===== src/rtl/rr_arb_mux_if.sv =====
// Handshake bundle for rr_arb_mux: N producer channels on one side,
// a single registered consumer port on the other.
interface rr_arb_mux_if #(
  parameter int N_CH  = 4,
  parameter int WIDTH = 8
);
  localparam int CW = $clog2(N_CH);

  logic [N_CH*WIDTH-1:0] in_data;
  logic [N_CH-1:0]       in_valid;
  logic [N_CH-1:0]       in_ready;
  logic [WIDTH-1:0]      out_data;
  logic [CW-1:0]         out_ch;
  logic                  out_valid;
  logic                  out_ready;

  modport master (
    output in_data,
    output in_valid,
    output out_ready,
    input  in_ready,
    input  out_data,
    input  out_ch,
    input  out_valid
  );

  modport slave (
    input  in_data,
    input  in_valid,
    input  out_ready,
    output in_ready,
    output out_data,
    output out_ch,
    output out_valid
  );
endinterface


===== src/rtl/rr_arb_mux.sv =====
// N-channel arbitrating multiplexer: fixed-priority or round-robin grant
// feeding one registered valid/ready output stage with same-cycle refill.
module rr_arb_mux #(
  parameter int  N_CH  = 4,
  parameter int  WIDTH = 8,
  localparam int CW    = $clog2(N_CH)
) (
  input  logic        clk,
  input  logic        rst,
  input  logic        mode,
  rr_arb_mux_if.slave bus
);
  localparam int            SW   = CW + 1;
  localparam logic [SW-1:0] N_SW = SW'(N_CH);

  logic [CW-1:0]     ptr_q, ptr_d;
  logic [WIDTH-1:0]  out_data_q, out_data_d;
  logic [CW-1:0]     out_ch_q, out_ch_d;
  logic              out_valid_q, out_valid_d;

  logic [CW-1:0]     start_idx;
  logic [2*N_CH-1:0] req_dbl;
  logic [N_CH-1:0]   req_rot;
  logic [SW-1:0]     off_idx;
  logic [SW-1:0]     sum_idx;
  logic [CW-1:0]     grant_idx;
  logic              grant_any;
  logic              stage_free;
  logic              in_xfer;
  logic [N_CH-1:0]   ready_vec;

  // Rotate the request vector so the scan always starts at bit 0; fixed
  // priority is just round robin with the start pinned to channel 0.
  assign start_idx = mode ? ptr_q : '0;
  assign req_dbl   = {bus.in_valid, bus.in_valid};
  assign req_rot   = req_dbl[start_idx +: N_CH];

  always_comb begin
    off_idx   = '0;
    grant_any = 1'b0;
    for (int k = N_CH - 1; k >= 0; k--) begin
      if (req_rot[k]) begin
        off_idx   = SW'(k);
        grant_any = 1'b1;
      end
    end
  end

  // Undo the rotation with an explicit wrap so non-power-of-2 N_CH works.
  assign sum_idx    = SW'(start_idx) + off_idx;
  assign grant_idx  = (sum_idx >= N_SW) ? CW'(sum_idx - N_SW) : CW'(sum_idx);

  assign stage_free = !out_valid_q || bus.out_ready;
  assign in_xfer    = grant_any && stage_free;

  always_comb begin
    ready_vec = '0;
    if (in_xfer) begin
      ready_vec[grant_idx] = 1'b1;
    end
  end

  always_comb begin
    out_data_d  = out_data_q;
    out_ch_d    = out_ch_q;
    out_valid_d = out_valid_q;
    ptr_d       = ptr_q;
    if (in_xfer) begin
      out_data_d  = bus.in_data[int'(grant_idx) * WIDTH +: WIDTH];
      out_ch_d    = grant_idx;
      out_valid_d = 1'b1;
      ptr_d       = (({1'b0, grant_idx} + 1'b1) == N_SW) ? '0 : grant_idx + CW'(1);
    end else if (out_valid_q && bus.out_ready) begin
      out_valid_d = 1'b0;
    end
  end

  always_ff @(posedge clk or posedge rst) begin
    if (rst) begin
      ptr_q       <= '0;
      out_data_q  <= '0;
      out_ch_q    <= '0;
      out_valid_q <= 1'b0;
    end else begin
      ptr_q       <= ptr_d;
      out_data_q  <= out_data_d;
      out_ch_q    <= out_ch_d;
      out_valid_q <= out_valid_d;
    end
  end

  assign bus.in_ready  = ready_vec;
  assign bus.out_data  = out_data_q;
  assign bus.out_ch    = out_ch_q;
  assign bus.out_valid = out_valid_q;
endmodule


===== src/flat_wrapper.sv =====
// flat-port wrapper written by rule: the top's interface ports become plain ports
module rr_arb_mux_flat 
#(
  parameter int  N_CH  = 4,
  parameter int  WIDTH = 8,
  localparam int CW    = $clog2(N_CH)
)
  (clk, rst, mode, bus_in_data, bus_in_valid, bus_out_ready, bus_in_ready, bus_out_data, bus_out_ch, bus_out_valid);
  rr_arb_mux_if #(.N_CH(N_CH), .WIDTH(WIDTH)) bus_i ();
  input  logic clk;
  input  logic rst;
  input  logic mode;
  input wire logic [$bits(bus_i.in_data)-1:0] bus_in_data;
  input wire logic [$bits(bus_i.in_valid)-1:0] bus_in_valid;
  input wire logic [$bits(bus_i.out_ready)-1:0] bus_out_ready;
  output wire logic [$bits(bus_i.in_ready)-1:0] bus_in_ready;
  output wire logic [$bits(bus_i.out_data)-1:0] bus_out_data;
  output wire logic [$bits(bus_i.out_ch)-1:0] bus_out_ch;
  output wire logic [$bits(bus_i.out_valid)-1:0] bus_out_valid;
  assign bus_i.in_data = bus_in_data;
  assign bus_i.in_valid = bus_in_valid;
  assign bus_i.out_ready = bus_out_ready;
  assign bus_in_ready = bus_i.in_ready;
  assign bus_out_data = bus_i.out_data;
  assign bus_out_ch = bus_i.out_ch;
  assign bus_out_valid = bus_i.out_valid;
  rr_arb_mux #(.N_CH(N_CH), .WIDTH(WIDTH)) u_core (.clk(clk), .rst(rst), .mode(mode), .bus(bus_i));
endmodule

===== config.mk =====
export PLATFORM = sky130hd
export DESIGN_NAME = rr_arb_mux_flat
export DESIGN_NICKNAME = d
export VERILOG_FILES = /design/src/rtl/rr_arb_mux_if.sv /design/src/rtl/rr_arb_mux.sv /design/src/flat_wrapper.sv
export SDC_FILE = /design/constraint.sdc
export NUM_CORES = 1
export LEC_CHECK = 0
export CAP_MARGIN = 20
export CORE_MARGIN = 2
export CORE_UTILIZATION = 44
export CTS_CLUSTER_SIZE = 12
export DETAILED_ROUTE_END_ITERATION = 8
export PLACE_DENSITY = 0.95
export SLEW_MARGIN = 20
export SYNTH_ARGS = -nofsm -noshare
export SYNTH_HDL_FRONTEND = slang
export SYNTH_SLANG_ARGS = --single-unit

===== constraint.sdc =====
create_clock -name clk -period 9.4 [get_ports clk]
set_clock_uncertainty 0.05 [all_clocks]
set_input_delay 1.41 -clock clk [delete_from_list [all_inputs] [get_ports clk]]
set_output_delay 1.41 -clock clk [all_outputs]
set_load 0.03 [all_outputs]

Word level (Yosys, flattened, before mapping)
Cells that the tools add are included.
{ "word_totals": {"ff_bits": 13, "in_bits": 40} }
{ "op_classes": {"add_sub_neg": 4, "order_cmp": 3, "n_eq_ne": 1, "shift": 2, "mux": 16, "reduce_logical": 6} }
{ "ops": {"columns": ["operator", "n"], "rows": [
  ["indexed part select 32 x 6 -> 8 bit", 1],
  ["two-way mux 3 bit", 3],
  ["two-way mux 2 bit", 4],
  ["indexed part select 8 x 3 -> 4 bit", 1],
  ["two-way mux 1 bit", 7],
  ["two-way mux 4 bit", 1],
  ["adder 2 x 1 -> 3 bit, second input constant", 1],
  ["adder 2 x 3 -> 3 bit", 1],
  ["equality test 3 bit, second input constant", 1],
  ["greater-or-equal comparator 3 bit, second input constant", 1],
  ["logical AND 1 bit", 3],
  ["less-than comparator 2 x 3 -> 1 bit, second input constant", 1],
  ["adder 2 x 1 -> 2 bit, second input constant", 1],
  ["demux 1 bit (select 2 bit)", 1],
  ["greater-or-equal comparator 2 x 1 -> 1 bit, second input constant", 1],
  ["nonzero test 2 bit", 1],
  ["subtractor 2 x 1 -> 2 bit, second input constant", 1],
  ["logical NOT 1 bit", 1],
  ["logical OR 1 bit", 1]
]} }

Longest topological paths before layout
Gate-level depths: netlist (run 1).
{ "depth": {"ltp_word": 14, "ltp_mapped": 12} }

Worst setup path before layout (run 1)
Ideal clock, no wire load.
{ "synth_path": {"kind": "input to output", "from": "in mode", "to": "out bus_in_ready[2]", "t_arrival_ns": 3.590, "slack_ns": 4.350, "cell_stages": 12, "path_cell_list": "buf_6 > nand2_1 > nand2_1 > a21oi_1 > o21ai_0 > o21a_1 > ha_1 > clkbuf_1 > buf_1 > inv_1 > ha_1 > and2_1"} }
{ "synth_via": {"elab_chain_len": 14, "elab_cells_between_ends": 21, "cone_classes": "add/sub: 2; order compare: 3; shift: 1; mux: 13; reduce/logical: 2"} }
{ "synth_rtl": {"columns": ["element", "line_no", "source"], "rows": [
  ["start: declaration", "flat_wrapper.sv:12", "input logic mode;"],
  ["two-way mux 2 bit (*)", "rr_arb_mux.sv:34", "assign start_idx = mode ? ptr_q : '0;"],
  ["indexed part select 8 x 3 -> 4 bit", "rr_arb_mux.sv:36", "assign req_rot = req_dbl[start_idx +: N_CH];"],
  ["two-way mux 2 bit", "rr_arb_mux.sv:42", "if (req_rot[k]) begin"],
  ["two-way mux 3 bit (3 in a row)", "rr_arb_mux.sv:42", null],
  ["adder 2 x 3 -> 3 bit", "rr_arb_mux.sv:50", "assign sum_idx = SW'(start_idx) + off_idx;"],
  ["greater-or-equal comparator 3 bit / subtractor 2 x 1 -> 2 bit (equally long branches)", "rr_arb_mux.sv:51", "assign grant_idx = (sum_idx >= N_SW) ? CW'(sum_idx - N_SW) : CW'(sum_idx);"],
  ["two-way mux 2 bit", "rr_arb_mux.sv:51", null],
  ["less-than comparator 2 x 3 -> 1 bit (not written as such) / greater-or-equal comparator 2 x 1 -> 1 bit (equally long branches)", "rr_arb_mux.sv:59", "ready_vec[grant_idx] = 1'b1;"],
  ["logical AND 1 bit (not written as such)", "rr_arb_mux.sv:59", null],
  ["two-way mux 1 bit (not written as such)", "rr_arb_mux.sv:59", null],
  ["demux 1 bit (select 2 bit)", null, null],
  ["two-way mux 4 bit (*)", "rr_arb_mux.sv:58", "if (in_xfer) begin"],
  ["end: declaration", "flat_wrapper.sv:16", "output wire logic [$bits(bus_i.in_ready)-1:0] bus_in_ready;"]
]} }
Mark *: on every way between the ends. The rest lies on a longest branch, timed or not.

Worst setup path in the final report (run 1)
Same ends and word-level chain as after synthesis.

==> flow_summary.toml, run 1 <==
[status]
outcome = "finished clean"

[global_route]
grt_use_total = 0.2244
antenna_found_initial = 0
grt_max_degree = 35
overflow = 0
grt_pass1_vias = 1062
grt_pass1_wl_um = 4843

[layout]
final_common_cell = "clkdlybuf4s50_1"
area_growth_pct = 47.77
num-nets-final = 227
antenna_cells = 0
fin_util = 0.6874
final_cell_mix = "clkdlybuf4s50_1, nand2_1, nor2b_1"
layout-drive-gt1-share = 0.09783

[power_and_ir_drop]
leakage_nw = 0.6580
powerDensity_mw_per_mm2 = 217.8
peakVddDrop_mv = 0.1779

[die]
num_rows = 18
dieArea_mm2 = 0.003044
top_level_ports = 55
die_x_um = 55.18
start_util = 0.4652
dieHeight_um = 55.18
core_area_mm2 = 0.002477

[synth]
syn_inst = 135
ys_async_sr_fraction = 1.000
ys_types = 38
yosysSeqAreaShare = 0.2823
syn-num-nets = 177
ys_ff_latch = 13
synthFlopType = "dfrtp_1"
ys_warn_count = 0
syn_avg_cell_area_um2 = 8.536
synth-edff-count = 0
netlist_area_mm2 = 0.001152

[timing]
worstMarginPinSlew_ns = 0.7150
max_slew_margin = 0.5196
drv_slew = 0
rsz0062_at_grt = "false"
setup_tns_ns = 0
worst_slack_ns = 3.216
period_minus_slack_ns = 6.184
hold_viol = 0
max_freq_mhz = 161.7
fin_crit_sh = 0.6579
setup_viol = 0

[cts]
root_buffer = "clkbuf_4"
clk_pin_slew_ns = 0.08
insertion_delay_ns = 0.28
numCtsBuffers = 3
post-cts-setup-buffers = 0
cts_buffer_depth = 2
cts_tree = "built"
htreeDepth = 1
cts_sinks = 13
holdBufCountCts = 0
cts_resized = 0

[setup_path]
worstPathMaxFanout = 10
worstPathRequired_ns = 7.94
cp-end-kind = "output port"
critical_path_arrival_ns = 4.72
crit_type = "input port to output port"
cp-start-kind = "input port"

[route]
drcViolationCount = 0
drt_iter0_drc = 45
wl_per_cell_um = 15.10
detail_route.wirelength_um = 3231
vias_per_cell = 6.019
drt_first_pass_iters = 4
ant_nets = 0
via_count = 1288

[place]
place_ws_ns = 3.264
place.gp.congestion = 0.7454
dp_hpwl_um = 2466
port_buffers = 54

[min_path]
holdCritPathClass = "flip-flop to flip-flop"

[job]
maxCapViolations = 0
-- cell usage after synthesis (2+ instances only) --
library cell | count | area share
nand2_1 | 23 | 0.075
nor2b_1 | 19 | 0.10
dfrtp_1 | 13 | 0.28
a2111oi_0 | 10 | 0.076
a221oi_2 | 8 | 0.10
o31ai_1 | 8 | 0.052
a21oi_1 | 4 | 0.017
clkbuf_1 | 4 | 0.013
nor2_1 | 4 | 0.013
o21ai_0 | 4 | 0.017
inv_1 | 3 | 0.0098
buf_4 | 2 | 0.013
buf_6 | 2 | 0.020
ha_1 | 2 | 0.022
nor3_1 | 2 | 0.0087
o211ai_1 | 2 | 0.013
o21a_1 | 2 | 0.013
o221ai_1 | 2 | 0.015
or2_2 | 2 | 0.011
-- power by group --
part	switching [W]	leakage, nW	internal (W)
logic	0.000139	0.488	0.000100
clock network	0.0000191	0.0150	0.0000165
registers	0.0000182	0.155	0.0000777
total	0.000177	0.658	0.000194
-- cell type report --
class                   count  area [um2]
inverters                   3       11.26
fillers                   193       774.5
well taps                  30       37.54
repair buffers             55       548.0
multi-input cells         109       754.5
flip-flops and latches     13       325.3
clock buffers               4       26.28
-- metrics by stage --
step | std cells | area, um2 | power, W | hold slack (ns)
floorplan | 135 | 1152 | 0.0002512 | 0.4845
global placement | 210 | 1677 | 0.0003272 | 0.4120
detailed placement | 210 | 1677 | 0.0003338 | 0.4238
CTS | 214 | 1703 | 0.0003713 | 0.4517
global route | 214 | 1703 | 0.0003955 | 0.4822
finish | 214 | 1703 | 0.0003709 | 0.4432
-- routing by layer --
layer	track usage	routed length (um)
met1	0.2838	1343
met2	0.3790	1556
met3	0.04032	239
met4	0.08537	91
met5	0	0
-- cell families after synthesis --
logic type	share of synthesized area
buf+inv	0.06296
compound gates	0.3692
fa+ha+maj	0.02171
flops	0.2823
simple gates	0.2639
-- final timing paths --
check	from	endpoint	cells after the start	slack [ns]
min in group asynchronous	rst	u_core.bus.out_data[5]	2	1.40
hold reg to reg	u_core.bus.out_data[4]	u_core.bus.out_data[4]	2	0.44
setup / recovery	mode	bus_in_ready[2]	12	3.22
hold / removal	u_core.bus.out_data[4]	u_core.bus.out_data[4]	2	0.44
setup reg to reg	u_core.ptr_q[1]	u_core.ptr_q[1]	10	6.66
max in group asynchronous	rst	u_core.bus.out_ch[1]	2	7.55
-- sequential cells by signal, indices dropped and copies added (netlist names) --
register / cells
u_core.bus.out_data: 8
u_core.bus.out_ch: 2
u_core.bus.out_valid: 1
u_core.ptr_q: 2
-- worst max-delay path: stages --
cell and delay (ns):
clkdlybuf4s50_1 0.57, nand2_1 0.24, nand2_1 0.09, a21oi_1 0.14, o21ai_0 0.08, o21a_1 0.19
ha_1 0.24, or3_1 0.63, nand2_1 0.21, ha_1 0.15, and2_1 0.11, clkdlybuf4s50_1 0.66
No activity file was read; power rests on OpenSTA's default activity.
==> run 2, diff against run 1 <==
--- a/config.mk
+++ b/config.mk
@@ -7,10 +7,10 @@
 export LEC_CHECK = 0
 export CAP_MARGIN = 20
 export CORE_MARGIN = 2
-export CORE_UTILIZATION = 44
+export CORE_UTILIZATION = 37
 export CTS_CLUSTER_SIZE = 12
 export DETAILED_ROUTE_END_ITERATION = 8
-export PLACE_DENSITY = 0.95
+export PLACE_DENSITY = 0.88
 export SLEW_MARGIN = 20
 export SYNTH_ARGS = -nofsm -noshare
 export SYNTH_HDL_FRONTEND = slang
==> constraint.sdc (replaced) <==
create_clock -name clk -period 5 [get_ports clk]
set_clock_uncertainty 0.05 [all_clocks]
set_input_delay 0.75 -clock clk [delete_from_list [all_inputs] [get_ports clk]]
set_output_delay 0.75 -clock clk [all_outputs]
set_load 0.03 [all_outputs]
==> run 2 against run 1 <==
  * Clock power grew 92%
  * Die area grew 17%
  * Critical path type unchanged
  * Sequential cell count is the same
==> flow_summary.toml, run 2 (same netlist as run 1, synthesis figures left out) <==
[status]
outcome = "finished clean"

[global_route]
antenna_found_initial = 0
grt_pass1_vias = 1043
grt_use_total = 0.1877
grt_max_degree = 34
overflow = 0
grt_pass1_wl_um = 4968

[layout]
largest_register_ffs = 8
final_common_cell = "clkdlybuf4s50_1"
layout-drive-gt1-share = 0.1081
antenna_cells = 0
final_cell_mix = "clkdlybuf4s50_1, nand2_1, nor2b_1"
num-nets-final = 228
area_growth_pct = 48.86
fillers = 281
regArea_um2 = 325.3
multi_input_area_um2 = 754.5

[die]
top_level_ports = 55
dieArea_mm2 = 0.003577
num_rows = 20
start_util = 0.3837
dieHeight_um = 59.81
die_x_um = 59.81
core_area_mm2 = 0.003003

[setup_path]
max_stage_delay_ns = 0.68
worstPathRequired_ns = 4.20
path_buf_inv = 3
cp-start-kind = "input port"
critical_path_arrival_ns = 3.75
cp-end-kind = "output port"
crit_type = "input port to output port"
crit_chain = "clkdlybuf4s50_1 -> nand2_1 -> nand2_1 -> a21oi_1 -> o21ai_0 -> o21a_1 -> ha_1 -> or3_1 -> buf_4 -> a21oi_1 -> clkdlybuf4s50_1"
slowest_stage = "clkdlybuf4s50_1"
worstPathMaxFanout = 10
cpLargestDelayFamily = "buffers and inverters"

[timing]
period_minus_slack_ns = 4.549
setup_tns_ns = 0
hold_viol = 0
fin_crit_sh = 0.9099
worstMarginPinSlew_ns = 0.8016
rsz0062_at_grt = "false"
max_slew_margin = 0.4615
setup_viol = 0
max_freq_mhz = 219.8
drv_slew = 0

[route]
drcViolationCount = 0
via_count = 1200
vias_per_cell = 5.505
drt_iter0_drc = 38
drt_first_pass_iters = 4
wl_per_cell_um = 14.14
ant_nets = 0
detail_route.wirelength_um = 3083

[place]
place.gp.congestion = 0.8045
dp_hpwl_um = 2328
port_buffers = 54

[cts]
cts_tree = "built"
clk_pin_slew_ns = 0.08
cts_buffer_depth = 2
post-cts-setup-buffers = 0
numCtsBuffers = 3
holdBufCountCts = 0
cts_resized = 0
htreeDepth = 1
insertion_delay_ns = 0.29
cts_sinks = 13
root_buffer = "clkbuf_4"

[power_and_ir_drop]
powerDensity_mw_per_mm2 = 405.7
leakage_nw = 0.6652
fin_total_pwr_w = 0.0006959
peakVddDrop_mv = 0.1550

[job]
maxCapViolations = 0

[min_path]
holdCritPathClass = "flip-flop to flip-flop"
## run 2: cell count changes in the layout (fill, tap and decap cells not counted), sizes merged
cell	before	now
buf	1	2
clkinv	0	1
clkbuf	4	3
## run 2: worst register-to-register path, cell delays in order (launching register included)
cell and delay [ns]:
dfrtp_1 0.47, nand2_1 0.19, nand2_1 0.08, a21oi_1 0.14, o21ai_0 0.09, o21a_1 0.18
ha_1 0.24, nor3_1 0.69, a2111oi_0 0.18, o31ai_1 0.26
## run 2: path summary, 6_finish.rpt
path,from,end,slack (ns),cells past startpoint
hold reg to reg,u_core.bus.out_data[7],u_core.bus.out_data[7],0.43,2
hold / removal,u_core.bus.out_data[7],u_core.bus.out_data[7],0.43,2
min in group asynchronous,rst,u_core.bus.out_data[4],0.73,2
setup reg to reg,u_core.ptr_q[1],u_core.bus.out_data[6],2.35,9
setup / recovery,mode,bus_in_ready[3],0.45,11
max in group asynchronous,rst,u_core.ptr_q[0],3.84,2
## run 2: through the flow
stage,worst slack (ns),std cells,util,instance area [um2],hold WS (ns)
after floorplan,1.270,135,-,1152,0.4845
after global placement,0.5630,214,0.5621,1688,0.4114
after detailed placement,0.4895,214,0.5621,1688,0.4161
after CTS,0.4828,218,0.5713,1715,0.4365
after global routing,0.3161,218,0.5713,1715,0.4809
final,0.4505,218,0.5713,1715,0.4342
## run 2: final cells by class
class	count	area share
multi-input cells	109	0.4398
clock inverters	1	0.002918
clock buffers	3	0.01313
repair buffers	56	0.3239
well taps	33	0.02407
inverters	3	0.006565
flip-flops and latches	13	0.1896
## run 2: power breakdown
group	internal (W)	switching, W	leakage [nW]
combinational	0.000191	0.000259	0.493
sequential	0.000146	0.0000318	0.155
clock	0.0000298	0.0000386	0.0177
## run 2: per-layer routing
metal  global-route usage  vias up  wire, um
li1                     -      614         -
met5                    0        -         0
met2               0.3012       51      1444
met3              0.04762        4       211
met4              0.08571        0        48
met1               0.2347      531      1377
